$ cat config.mk
export PLATFORM = sky130hd
export DESIGN_NAME = id_ex_pipe_reg
export DESIGN_NICKNAME = d
export VERILOG_FILES = /design/src/rtl/id_ex_pipe_reg_pkg.sv /design/src/rtl/id_ex_pipe_reg_load_use_detect.sv /design/src/rtl/id_ex_pipe_reg.sv
export SDC_FILE = /design/constraint.sdc
export NUM_CORES = 1
export LEC_CHECK = 0
export CAP_MARGIN = 40
export CORE_AREA = 2 2 148 150
export DETAILED_ROUTE_END_ITERATION = 10
export DIE_AREA = 0 0 150 152
export GPL_TIMING_DRIVEN = 0
export HOLD_SLACK_MARGIN = 0.15
export MAX_ROUTING_LAYER = met4
export PLACE_DENSITY = 0.72
export SLEW_MARGIN = 20
export SYNTH_ARGS = -nofsm -noshare
export SYNTH_HDL_FRONTEND = slang
export SYNTH_HIERARCHICAL = 1
export SYNTH_SLANG_ARGS = --single-unit
$ cat constraint.sdc
create_clock -name clk -period 2.87 [get_ports clk]
set_input_delay 0.4305 -clock clk [delete_from_list [all_inputs] [get_ports clk]]
set_output_delay 0.4305 -clock clk [all_outputs]
set_load 0.03 [all_outputs]
$ cat src/rtl/id_ex_pipe_reg_pkg.sv
// Shared definitions for the ID/EX pipeline stage: ALU op codes, forwarding
// select codes and the control values that make up a pipeline bubble.
package id_ex_pipe_reg_pkg;

    localparam int XLEN_DEF   = 32;
    localparam int REG_AW_DEF = 5;

    typedef enum logic [3:0] {
        ALUOP_ADD  = 4'h0,
        ALUOP_SUB  = 4'h1,
        ALUOP_SLL  = 4'h2,
        ALUOP_SLT  = 4'h3,
        ALUOP_SLTU = 4'h4,
        ALUOP_XOR  = 4'h5,
        ALUOP_SRL  = 4'h6,
        ALUOP_SRA  = 4'h7,
        ALUOP_OR   = 4'h8,
        ALUOP_AND  = 4'h9,
        ALUOP_LUI  = 4'hA,
        ALUOP_NOP  = 4'hF
    } aluop_e;

    localparam logic [1:0] FWD_NONE = 2'b00;
    localparam logic [1:0] FWD_WB   = 2'b01;
    localparam logic [1:0] FWD_MEM  = 2'b10;

    // A bubble must look like "no instruction" to every consumer downstream.
    localparam logic       BUBBLE_VALID     = 1'b0;
    localparam logic       BUBBLE_REG_WRITE = 1'b0;
    localparam logic       BUBBLE_MEM_READ  = 1'b0;
    localparam logic       BUBBLE_MEM_WRITE = 1'b0;
    localparam logic       BUBBLE_MEM_TO_REG = 1'b0;
    localparam logic       BUBBLE_ALU_SRC   = 1'b0;
    localparam logic       BUBBLE_BRANCH    = 1'b0;
    localparam logic [3:0] BUBBLE_ALUOP     = ALUOP_NOP;

endpackage

$ cat src/rtl/id_ex_pipe_reg_load_use_detect.sv
// Combinational load-use hazard detection between the instruction in ID and a
// load held in the following stage register.
module load_use_detect #(
    parameter int REG_AW = 5
) (
    input  logic              id_valid,
    input  logic [REG_AW-1:0] id_rs1,
    input  logic [REG_AW-1:0] id_rs2,
    input  logic              id_uses_rs1,
    input  logic              id_uses_rs2,
    input  logic              ex_valid,
    input  logic              ex_mem_read,
    input  logic [REG_AW-1:0] ex_rd,
    output logic              hz
);

    logic rs1_hit;
    logic rs2_hit;
    logic ex_is_load;

    assign ex_is_load = ex_valid & ex_mem_read & (ex_rd != '0);
    assign rs1_hit    = id_uses_rs1 & (id_rs1 == ex_rd);
    assign rs2_hit    = id_uses_rs2 & (id_rs2 == ex_rd);
    assign hz         = id_valid & ex_is_load & (rs1_hit | rs2_hit);

endmodule

$ cat src/rtl/id_ex_pipe_reg.sv
// ID/EX pipeline register with load-use stall, bubble insertion on stall or
// branch flush, WB write-through on operand capture, and saturating event counters.
module id_ex_pipe_reg
    import id_ex_pipe_reg_pkg::*;
#(
    parameter int XLEN   = XLEN_DEF,
    parameter int REG_AW = REG_AW_DEF,
    parameter int CNT_W  = 16
) (
    input  logic              clk,
    input  logic              rst_n,
    input  logic              id_valid,
    input  logic [XLEN-1:0]   id_pc,
    input  logic [XLEN-1:0]   id_rs1_data,
    input  logic [XLEN-1:0]   id_rs2_data,
    input  logic [XLEN-1:0]   id_imm,
    input  logic [REG_AW-1:0] id_rs1,
    input  logic [REG_AW-1:0] id_rs2,
    input  logic              id_uses_rs1,
    input  logic              id_uses_rs2,
    input  logic [REG_AW-1:0] id_rd,
    input  logic              id_regWrite,
    input  logic              id_memRead,
    input  logic              id_memWrite,
    input  logic              id_memToReg,
    input  logic              id_aluSrc,
    input  logic              id_branch,
    input  logic [3:0]        id_aluOp,
    input  logic              ex_flush,
    input  logic              wb_regWrite,
    input  logic [REG_AW-1:0] wb_rd,
    input  logic [XLEN-1:0]   wb_data,
    output logic              ID_EX_valid,
    output logic [XLEN-1:0]   ID_EX_pc,
    output logic [XLEN-1:0]   ID_EX_rs1_data,
    output logic [XLEN-1:0]   ID_EX_rs2_data,
    output logic [XLEN-1:0]   ID_EX_imm,
    output logic [REG_AW-1:0] ID_EX_rs1,
    output logic [REG_AW-1:0] ID_EX_rs2,
    output logic [REG_AW-1:0] ID_EX_rd,
    output logic              ID_EX_regWrite,
    output logic              ID_EX_memRead,
    output logic              ID_EX_memWrite,
    output logic              ID_EX_memToReg,
    output logic              ID_EX_aluSrc,
    output logic              ID_EX_branch,
    output logic [3:0]        ID_EX_aluOp,
    output logic              stall,
    output logic [CNT_W-1:0]  stall_cnt,
    output logic [CNT_W-1:0]  flush_cnt
);

    logic            hz;
    logic            load_bubble;
    logic            wb_live;
    logic [XLEN-1:0] rs1_capture;
    logic [XLEN-1:0] rs2_capture;

    load_use_detect #(
        .REG_AW (REG_AW)
    ) u_load_use_detect (
        .id_valid    (id_valid),
        .id_rs1      (id_rs1),
        .id_rs2      (id_rs2),
        .id_uses_rs1 (id_uses_rs1),
        .id_uses_rs2 (id_uses_rs2),
        .ex_valid    (ID_EX_valid),
        .ex_mem_read (ID_EX_memRead),
        .ex_rd       (ID_EX_rd),
        .hz          (hz)
    );

    // A flushed ID instruction is dead, so it must not hold the front end.
    assign stall       = hz & ~ex_flush;
    assign load_bubble = ex_flush | stall;

    assign wb_live = wb_regWrite & (wb_rd != '0);

    always_comb begin
        rs1_capture = id_rs1_data;
        rs2_capture = id_rs2_data;
        if (wb_live && (wb_rd == id_rs1)) begin
            rs1_capture = wb_data;
        end
        if (wb_live && (wb_rd == id_rs2)) begin
            rs2_capture = wb_data;
        end
    end

    always_ff @(posedge clk or negedge rst_n) begin
        if (!rst_n) begin
            ID_EX_valid    <= 1'b0;
            ID_EX_pc       <= '0;
            ID_EX_rs1_data <= '0;
            ID_EX_rs2_data <= '0;
            ID_EX_imm      <= '0;
            ID_EX_rs1      <= '0;
            ID_EX_rs2      <= '0;
            ID_EX_rd       <= '0;
            ID_EX_regWrite <= 1'b0;
            ID_EX_memRead  <= 1'b0;
            ID_EX_memWrite <= 1'b0;
            ID_EX_memToReg <= 1'b0;
            ID_EX_aluSrc   <= 1'b0;
            ID_EX_branch   <= 1'b0;
            ID_EX_aluOp    <= 4'h0;
        end else if (load_bubble) begin
            // Register fields are zeroed too so forwarding can never match a bubble.
            ID_EX_valid    <= BUBBLE_VALID;
            ID_EX_pc       <= '0;
            ID_EX_rs1_data <= '0;
            ID_EX_rs2_data <= '0;
            ID_EX_imm      <= '0;
            ID_EX_rs1      <= '0;
            ID_EX_rs2      <= '0;
            ID_EX_rd       <= '0;
            ID_EX_regWrite <= BUBBLE_REG_WRITE;
            ID_EX_memRead  <= BUBBLE_MEM_READ;
            ID_EX_memWrite <= BUBBLE_MEM_WRITE;
            ID_EX_memToReg <= BUBBLE_MEM_TO_REG;
            ID_EX_aluSrc   <= BUBBLE_ALU_SRC;
            ID_EX_branch   <= BUBBLE_BRANCH;
            ID_EX_aluOp    <= BUBBLE_ALUOP;
        end else begin
            ID_EX_valid    <= id_valid;
            ID_EX_pc       <= id_pc;
            ID_EX_rs1_data <= rs1_capture;
            ID_EX_rs2_data <= rs2_capture;
            ID_EX_imm      <= id_imm;
            ID_EX_rs1      <= id_rs1;
            ID_EX_rs2      <= id_rs2;
            ID_EX_rd       <= id_rd;
            ID_EX_regWrite <= id_regWrite;
            ID_EX_memRead  <= id_memRead;
            ID_EX_memWrite <= id_memWrite;
            ID_EX_memToReg <= id_memToReg;
            ID_EX_aluSrc   <= id_aluSrc;
            ID_EX_branch   <= id_branch;
            ID_EX_aluOp    <= id_aluOp;
        end
    end

    // Flush takes priority, so a coincident stall request is not counted.
    always_ff @(posedge clk or negedge rst_n) begin
        if (!rst_n) begin
            stall_cnt <= '0;
            flush_cnt <= '0;
        end else if (ex_flush) begin
            if (flush_cnt != '1) begin
                flush_cnt <= flush_cnt + CNT_W'(1);
            end
        end else if (stall) begin
            if (stall_cnt != '1) begin
                stall_cnt <= stall_cnt + CNT_W'(1);
            end
        end
    end

endmodule
==> flow_summary_export.csv, run 1 <==
group,metric,value,unit
floorplanning,die-area,22800,um^2
logic_synthesis,synth.area.top_cells,"dfrtp_1 (63%), mux2i_1 (8.7%), and2_1 (7.4%)",
logic_synthesis,avgSynthCellArea,12.19,um^2
timing,period_needed,2.757,ns
timing,tns,0,ns
floorplanning,rows,54,
layout,fillers,1834,
global_routing,grt_pass1_wl,35380,um
placement,gp_congestion,0.8408,
critical_path,max_stage_delay,0.55,ns
clocking,clkSinkCount,186,
timing,relSlewSlack,51.07,%
global_routing,grt_max_degree,96,
clocking,cts_max_path_buffers,2,
logic_synthesis,yosysMostFrequentCell,"dfrtp_1",
timing,min_period_over_period,96.07,%
power,p_per_area,541.0,nW/um^2
critical_path,cp_slowest_cell,"or4_1",
logic_synthesis,syn_area,7375,um^2
layout,drive_above_1_share,5.865,%
clocking,cts_root_buf,"clkbuf_16",
placement,io_buffers,383,
critical_path,required,3.22,ns
timing,tightest_slew,0.7340,ns
power,internal_power,0.004671,W
routing,routedWlPerCell,17.83,um
power,p_sw_share,29.34,%
logic_synthesis,synth_edf_count,0,
job,drv_cap,0,
logic_synthesis,ys_seq_elements,186,
layout,regArea,4654,um^2
critical_path,startpoint_type,"flop",
layout,multi_input_area,2556,um^2
logic_synthesis,syn_nets,804,
global_routing,met2_usage,35.23,%
logic_synthesis,yosysTopAreaCellShare,63.12,%
global_routing,grt_use_total,21.34,%
power,total_leakage_power,5.461,nW
logic_synthesis,yosys_warnings,6,
global_routing,antenna_found_initial,2,
timing,setup_ws,0.1128,ns
routing,vias,5965,
timing,fmax,362.7,MHz
floorplanning,die_height,152,um
power,vdd_drop_max,0.0003770,V
routing,routed_via_density,4.571,
floorplanning,io_pins,384,
routing,postRouteAntennaNets,0,
critical_path,cp_num_buf_inv,2,
critical_path,crit_chain,"or4_1 -> o2111ai_1 -> a21oi_4 -> nor2_1 -> clkbuf_2 -> clkbuf_1 -> nand2_1 -> mux2i_1",
timing,finClkSkew,0.009412,ns
critical_path,crit_type,"reg2reg",
clocking,clkLatencyLatePin,0.43,ns
logic_synthesis,async_flop_share,100.0,%
critical_path,arrival,3.11,ns
logic_synthesis,synth_area_leader_cell,"dfrtp_1",
clocking,cts_tree,"built",
logic_synthesis,ys_types,34,
critical_path,cpLargestDelayFamily,"simple AND/OR/NAND/NOR gates",
layout,syn2layout_area_growth,65.69,%
timing,setup_viol,0,
power,p_clk_share,35.9,%
outcome,status,"completed",
global_routing,top_usage_layer,"met2",
layout,utilization,57.23,%
logic_synthesis,synth_cells,605,
logic_synthesis,synth-main-ff-cell,"dfrtp_1",
global_routing,grt_overflow_total,0,
clocking,cts.clk_slew.worst_paths,0.08,ns
power,power,0.006610,W
clocking,cts_buffers,17,
routing,drc,0,
placement,place_ws,-0.6812,ns
placement,post-dp-hpwl,17700,um
logic_synthesis,ys_seq_area_share,63.12,%
power,power.share.sequential,43.7,%
layout,final_nets,1209,
timing,hold_viol,0,
power,switchingPower,0.001939,W
clocking,htreeDepth,4,
routing,wirelength,23260,um
floorplanning,die_width,150,um
routing,dr.pass1.iters,6,
global_routing,grt_pass1_vias,6255,
global_routing,met3_usage,6.697,%
power,comb_power_share,20.4,%
critical_path,critical_path.max_fanout,10,
critical_path,cp-end-kind,"flop",
min_path,hold_class,"reg2reg",
routing,drt_iter0_drc,316,
floorplanning,start_util,34.54,%
logic_synthesis,synth_common_cells,"dfrtp_1 (186), nand2_1 (111), and2_1 (87)",
timing,rsz0062_at_grt,"yes",
timing,slew_violations,0,
floorplanning,core,21350,um^2
global_routing,grt.met1_usage,24.24,%
==> repair_timing <==
action                                  4_1_cts  5_1_grt
pin swaps                                     1        1
gates cloned                                  0        0
gates resized for setup                      12        8
buffers inserted                              0        1
hold endpoints to repair                     91        0
hold buffers                                  1        0
endpoints found under the setup margin       82       39
==> final cells by class <==
cell class                      count  area share (%)
Inverter                            3         0.09216
Clock inverter                     13           1.219
Sequential cell                   186           38.09
Timing Repair Buffer              386           31.74
Tap cell                          280           2.867
Buffer                             29           1.485
Antenna cell                        2         0.04096
Clock buffer                       19           3.543
Multi-Input combinational cell    387           20.92
==> state kept, by name (all words and copies together) (netlist names), 4 cells and up <==
| register | cells |
|---|---|
| ID_EX_imm | 32 |
| ID_EX_pc | 32 |
| ID_EX_rs1_data | 32 |
| ID_EX_rs2_data | 32 |
| flush_cnt | 16 |
| stall_cnt | 16 |
| ID_EX_rd | 5 |
| ID_EX_rs1 | 5 |
| ID_EX_rs2 | 5 |
| ID_EX_aluOp | 4 |
==> metrics by stage <==
stage,hold slack [ns],cells,area [um^2]
finish,0.5039,1305,12220
global route,0.5327,1305,12220
CTS,0.5113,1302,12210
detailed placement,0.4958,1269,11590
global placement,0.4945,1268,11560
floorplan,0.1349,605,7375
==> routing by layer <==
| layer | wire [um] | part of all wire, % | vias to the layer above |
|---|---|---|---|
| met5 | 0 | 0 | - |
| met4 | 617 | 2.7 | 0 |
| met3 | 1882 | 8.1 | 44 |
| met2 | 11710 | 50 | 262 |
| met1 | 9056 | 39 | 2862 |
| li1 | - | - | 2797 |
==> cell usage in the layout (no fill, tap or decap), drive strengths merged, types with 14 or more instances in the layout <==
cell and n:
and2 87, xor2 26, clkbuf 38, nand3 14, nand2 111, dfrtp 186
clkdlybuf4s50 381, xnor2 21, mux2i 64, buf 14
==> final timing paths <==
kind                       cells past startpoint  slack, ns                  to           from
max reg2reg                                    8       0.11  ID_EX_rs2_data[13]    ID_EX_rd[3]
min reg2reg                                    1       0.50       stall_cnt[15]  stall_cnt[15]
min in group asynchronous                      2       0.58        flush_cnt[6]          rst_n
max                                            8       0.11  ID_EX_rs2_data[13]    ID_EX_rd[3]
min                                            1       0.50       stall_cnt[15]  stall_cnt[15]
max in group asynchronous                      3       1.37  ID_EX_rs2_data[23]          rst_n
==> cells by family after synthesis <==
logic type	share of synthesized area [%]
compound gates	1.086
xor+xnor	5.582
fa+ha+maj	0.3393
buf+inv	2.477
flops	63.11
mux	9.145
simple gates	18.26
==> power groups by stage <==
stage | combinational, W | clock [W] | sequential [W]
floorplan | 0.000256 | 0 | 0.00326
global placement | 0.00134 | 0 | 0.00294
detailed placement | 0.00135 | 0 | 0.00294
CTS | 0.00136 | 0.00243 | 0.00289
global route | 0.00143 | 0.00254 | 0.00291
finish | 0.00135 | 0.00237 | 0.00289
(Power assumes the default switching activity.)
==> run 2, diff against run 1 <==
clock period = 3.2 ns   (was 2.87 ns; I/O delays follow)
==> run 2 against run 1 <==
  * Cell area fell by 0.17%
  * Die area stayed put
  * Final cell count barely moved
  * Flip-flop and latch count unchanged
  * Non-clock buffer count decreased by 1
  * Routed wire length fell by 0.13%
  * Maximum frequency down 8.0%
  * Via count is 0.50% lower
  * Hold slack about the same
  * Sequential share of layout area increased by 0.067 points
  * Critical path type unchanged
==> flow_summary_export.csv, run 2 (same netlist as run 1, synthesis figures left out) <==
group,metric,value,unit
timing,setup_viol,0,
layout,syn2layout_area_growth,65.40,%
critical_path,cp-end-kind,"flop",
critical_path,max_stage_delay,0.55,ns
power,power,0.005925,W
floorplanning,start_util,34.54,%
timing,rsz0062_at_grt,"no",
outcome,status,"completed",
routing,wirelength,23230,um
placement,gp_congestion,0.8408,
power,total_leakage_power,5.440,nW
routing,routed_via_density,4.551,
global_routing,grt_pass1_wl,35380,um
clocking,cts_setup_buffers,0,
layout,drive_above_1_share,5.186,%
layout,fillers,1838,
critical_path,cp_slowest_cell,"or4_1",
routing,drt_iter0_drc,313,
layout,mostFrequentLayoutCells,"clkdlybuf4s50_1 (381), dfrtp_1 (186), nand2_1 (111)",
clocking,cts_max_path_buffers,2,
job,drv_cap,0,
power,internal_power,0.004188,W
power,comb_power_share,20.4,%
critical_path,cpMostUsedCell,"clkbuf_1",
clocking,cts.clk_slew.worst_paths,0.07,ns
power,p_per_area,485.8,nW/um^2
timing,period_needed,2.998,ns
routing,dr.pass1.iters,4,
critical_path,cpLargestDelayFamily,"buffers and inverters",
routing,routedWlPerCell,17.82,um
critical_path,crit_chain,"or4_1 -> o2111ai_1 -> a21oi_4 -> nor2_1 -> clkbuf_1 -> clkbuf_1 -> nand2_1 -> mux2i_1",
routing,drc,0,
critical_path,arrival,3.34,ns
floorplanning,die_width,150,um
clocking,cts_root_buf,"clkbuf_16",
placement,post-dp-hpwl,17700,um
timing,min_period_over_period,93.69,%
critical_path,required,3.54,ns
power,switchingPower,0.001737,W
routing,vias,5935,
power,p_clk_share,35.9,%
timing,hold_viol,0,
timing,tns,0,ns
timing,finClkSkew,0.009946,ns
timing,fmax,333.5,MHz
power,p_sw_share,29.32,%
clocking,clkSinkCount,186,
clocking,htreeDepth,4,
global_routing,grt_max_degree,96,
floorplanning,die_height,152,um
clocking,clkLatencyLatePin,0.44,ns
placement,io_buffers,383,
floorplanning,die-area,22800,um^2
clocking,cts_buffers,17,
layout,utilization,57.13,%
timing,relSlewSlack,51.27,%
global_routing,grt_pass1_vias,6250,
critical_path,crit_type,"reg2reg",
layout,final_nets,1208,
critical_path,cp_num_buf_inv,2,
global_routing,antenna_found_initial,2,
min_path,hold_class,"reg2reg",
layout,layout_commonest_cell,"clkdlybuf4s50_1",
floorplanning,core,21350,um^2
floorplanning,rows,54,
timing,slew_violations,0,
routing,postRouteAntennaNets,0,
timing,tightest_slew,0.7309,ns
power,power.share.sequential,43.8,%
critical_path,critical_path.max_fanout,10,
floorplanning,io_pins,384,
clocking,cts_tree,"built",
global_routing,grt_overflow_total,0,
global_routing,grt_use_total,21.34,%
power,vdd_drop_max,0.0003388,V
critical_path,startpoint_type,"flop",
run 2: changes by cell type in the layout (fill, tap and decap cells not counted):
cell      previous run  this run
buf_4                1         0
nor2b_4              1         0
buf_2                7         5
clkbuf_2             7         4
clkbuf_1            14        19
nor2b_1              0         1
run 2: cell type report:
type	instances	area (um^2)	area share, %
diodes	2	5.005	0.04103
clock buffers	19	432.9	3.549
inverters	3	11.26	0.09232
multi-input cells	387	2549	20.89
well taps	280	350.3	2.872
flip-flops and latches	186	4654	38.16
clock inverters	13	148.9	1.221
repair buffers	385	3871	31.74
plain buffers	29	175.2	1.436
run 2: power by group through the flow:
stage | Clock (W) | Sequential [W] | Combinational, W
2_1_floorplan | 0 | 0.00293 | 0.000229
6_report | 0.00213 | 0.00259 | 0.00121
4_1_cts | 0.00218 | 0.00259 | 0.00122
5_1_grt | 0.00228 | 0.00261 | 0.00128
3_5_place_dp | 0 | 0.00264 | 0.00122
3_3_place_gp | 0 | 0.00264 | 0.00120
run 2: path summary, 6_finish.rpt:
kind | cells past startpoint | from | to | slack [ns]
setup / recovery | 8 | ID_EX_rd[3] | ID_EX_rs1_data[16] | 0.20
hold / removal | 1 | stall_cnt[15] | stall_cnt[15] | 0.50
setup reg to reg | 8 | ID_EX_rd[3] | ID_EX_rs1_data[16] | 0.20
hold reg to reg | 1 | stall_cnt[15] | stall_cnt[15] | 0.50
max in group asynchronous | 3 | rst_n | ID_EX_rs2_data[23] | 1.65
min in group asynchronous | 2 | rst_n | flush_cnt[6] | 0.62
run 2: layer usage:
layer	wire length [um]	GRT usage, %	up-vias
met5	0	-	-
met4	648	7.907	0
met3	1899	6.697	48
met2	11700	35.25	256
met1	8983	24.22	2833
li1	-	-	2798
run 2: repair_timing:
item	in CTS	in global routing
hold buffers	1	0
pin swaps	0	0
hold endpoints to repair	91	0
gates resized for setup	3	7
endpoints found under the setup margin	22	42
run 2: per-stage QoR:
step	instance area, um^2	hold slack (ns)	std cells	worst slack (ns)
final	12200	0.5043	1304	0.2018
after global routing	12200	0.5372	1304	0.02113
after CTS	12190	0.5113	1302	0.02775
after detailed placement	11590	0.4958	1269	-0.4502
after global placement	11560	0.4945	1268	-6.151
after floorplan	7375	0.1844	605	0.3538
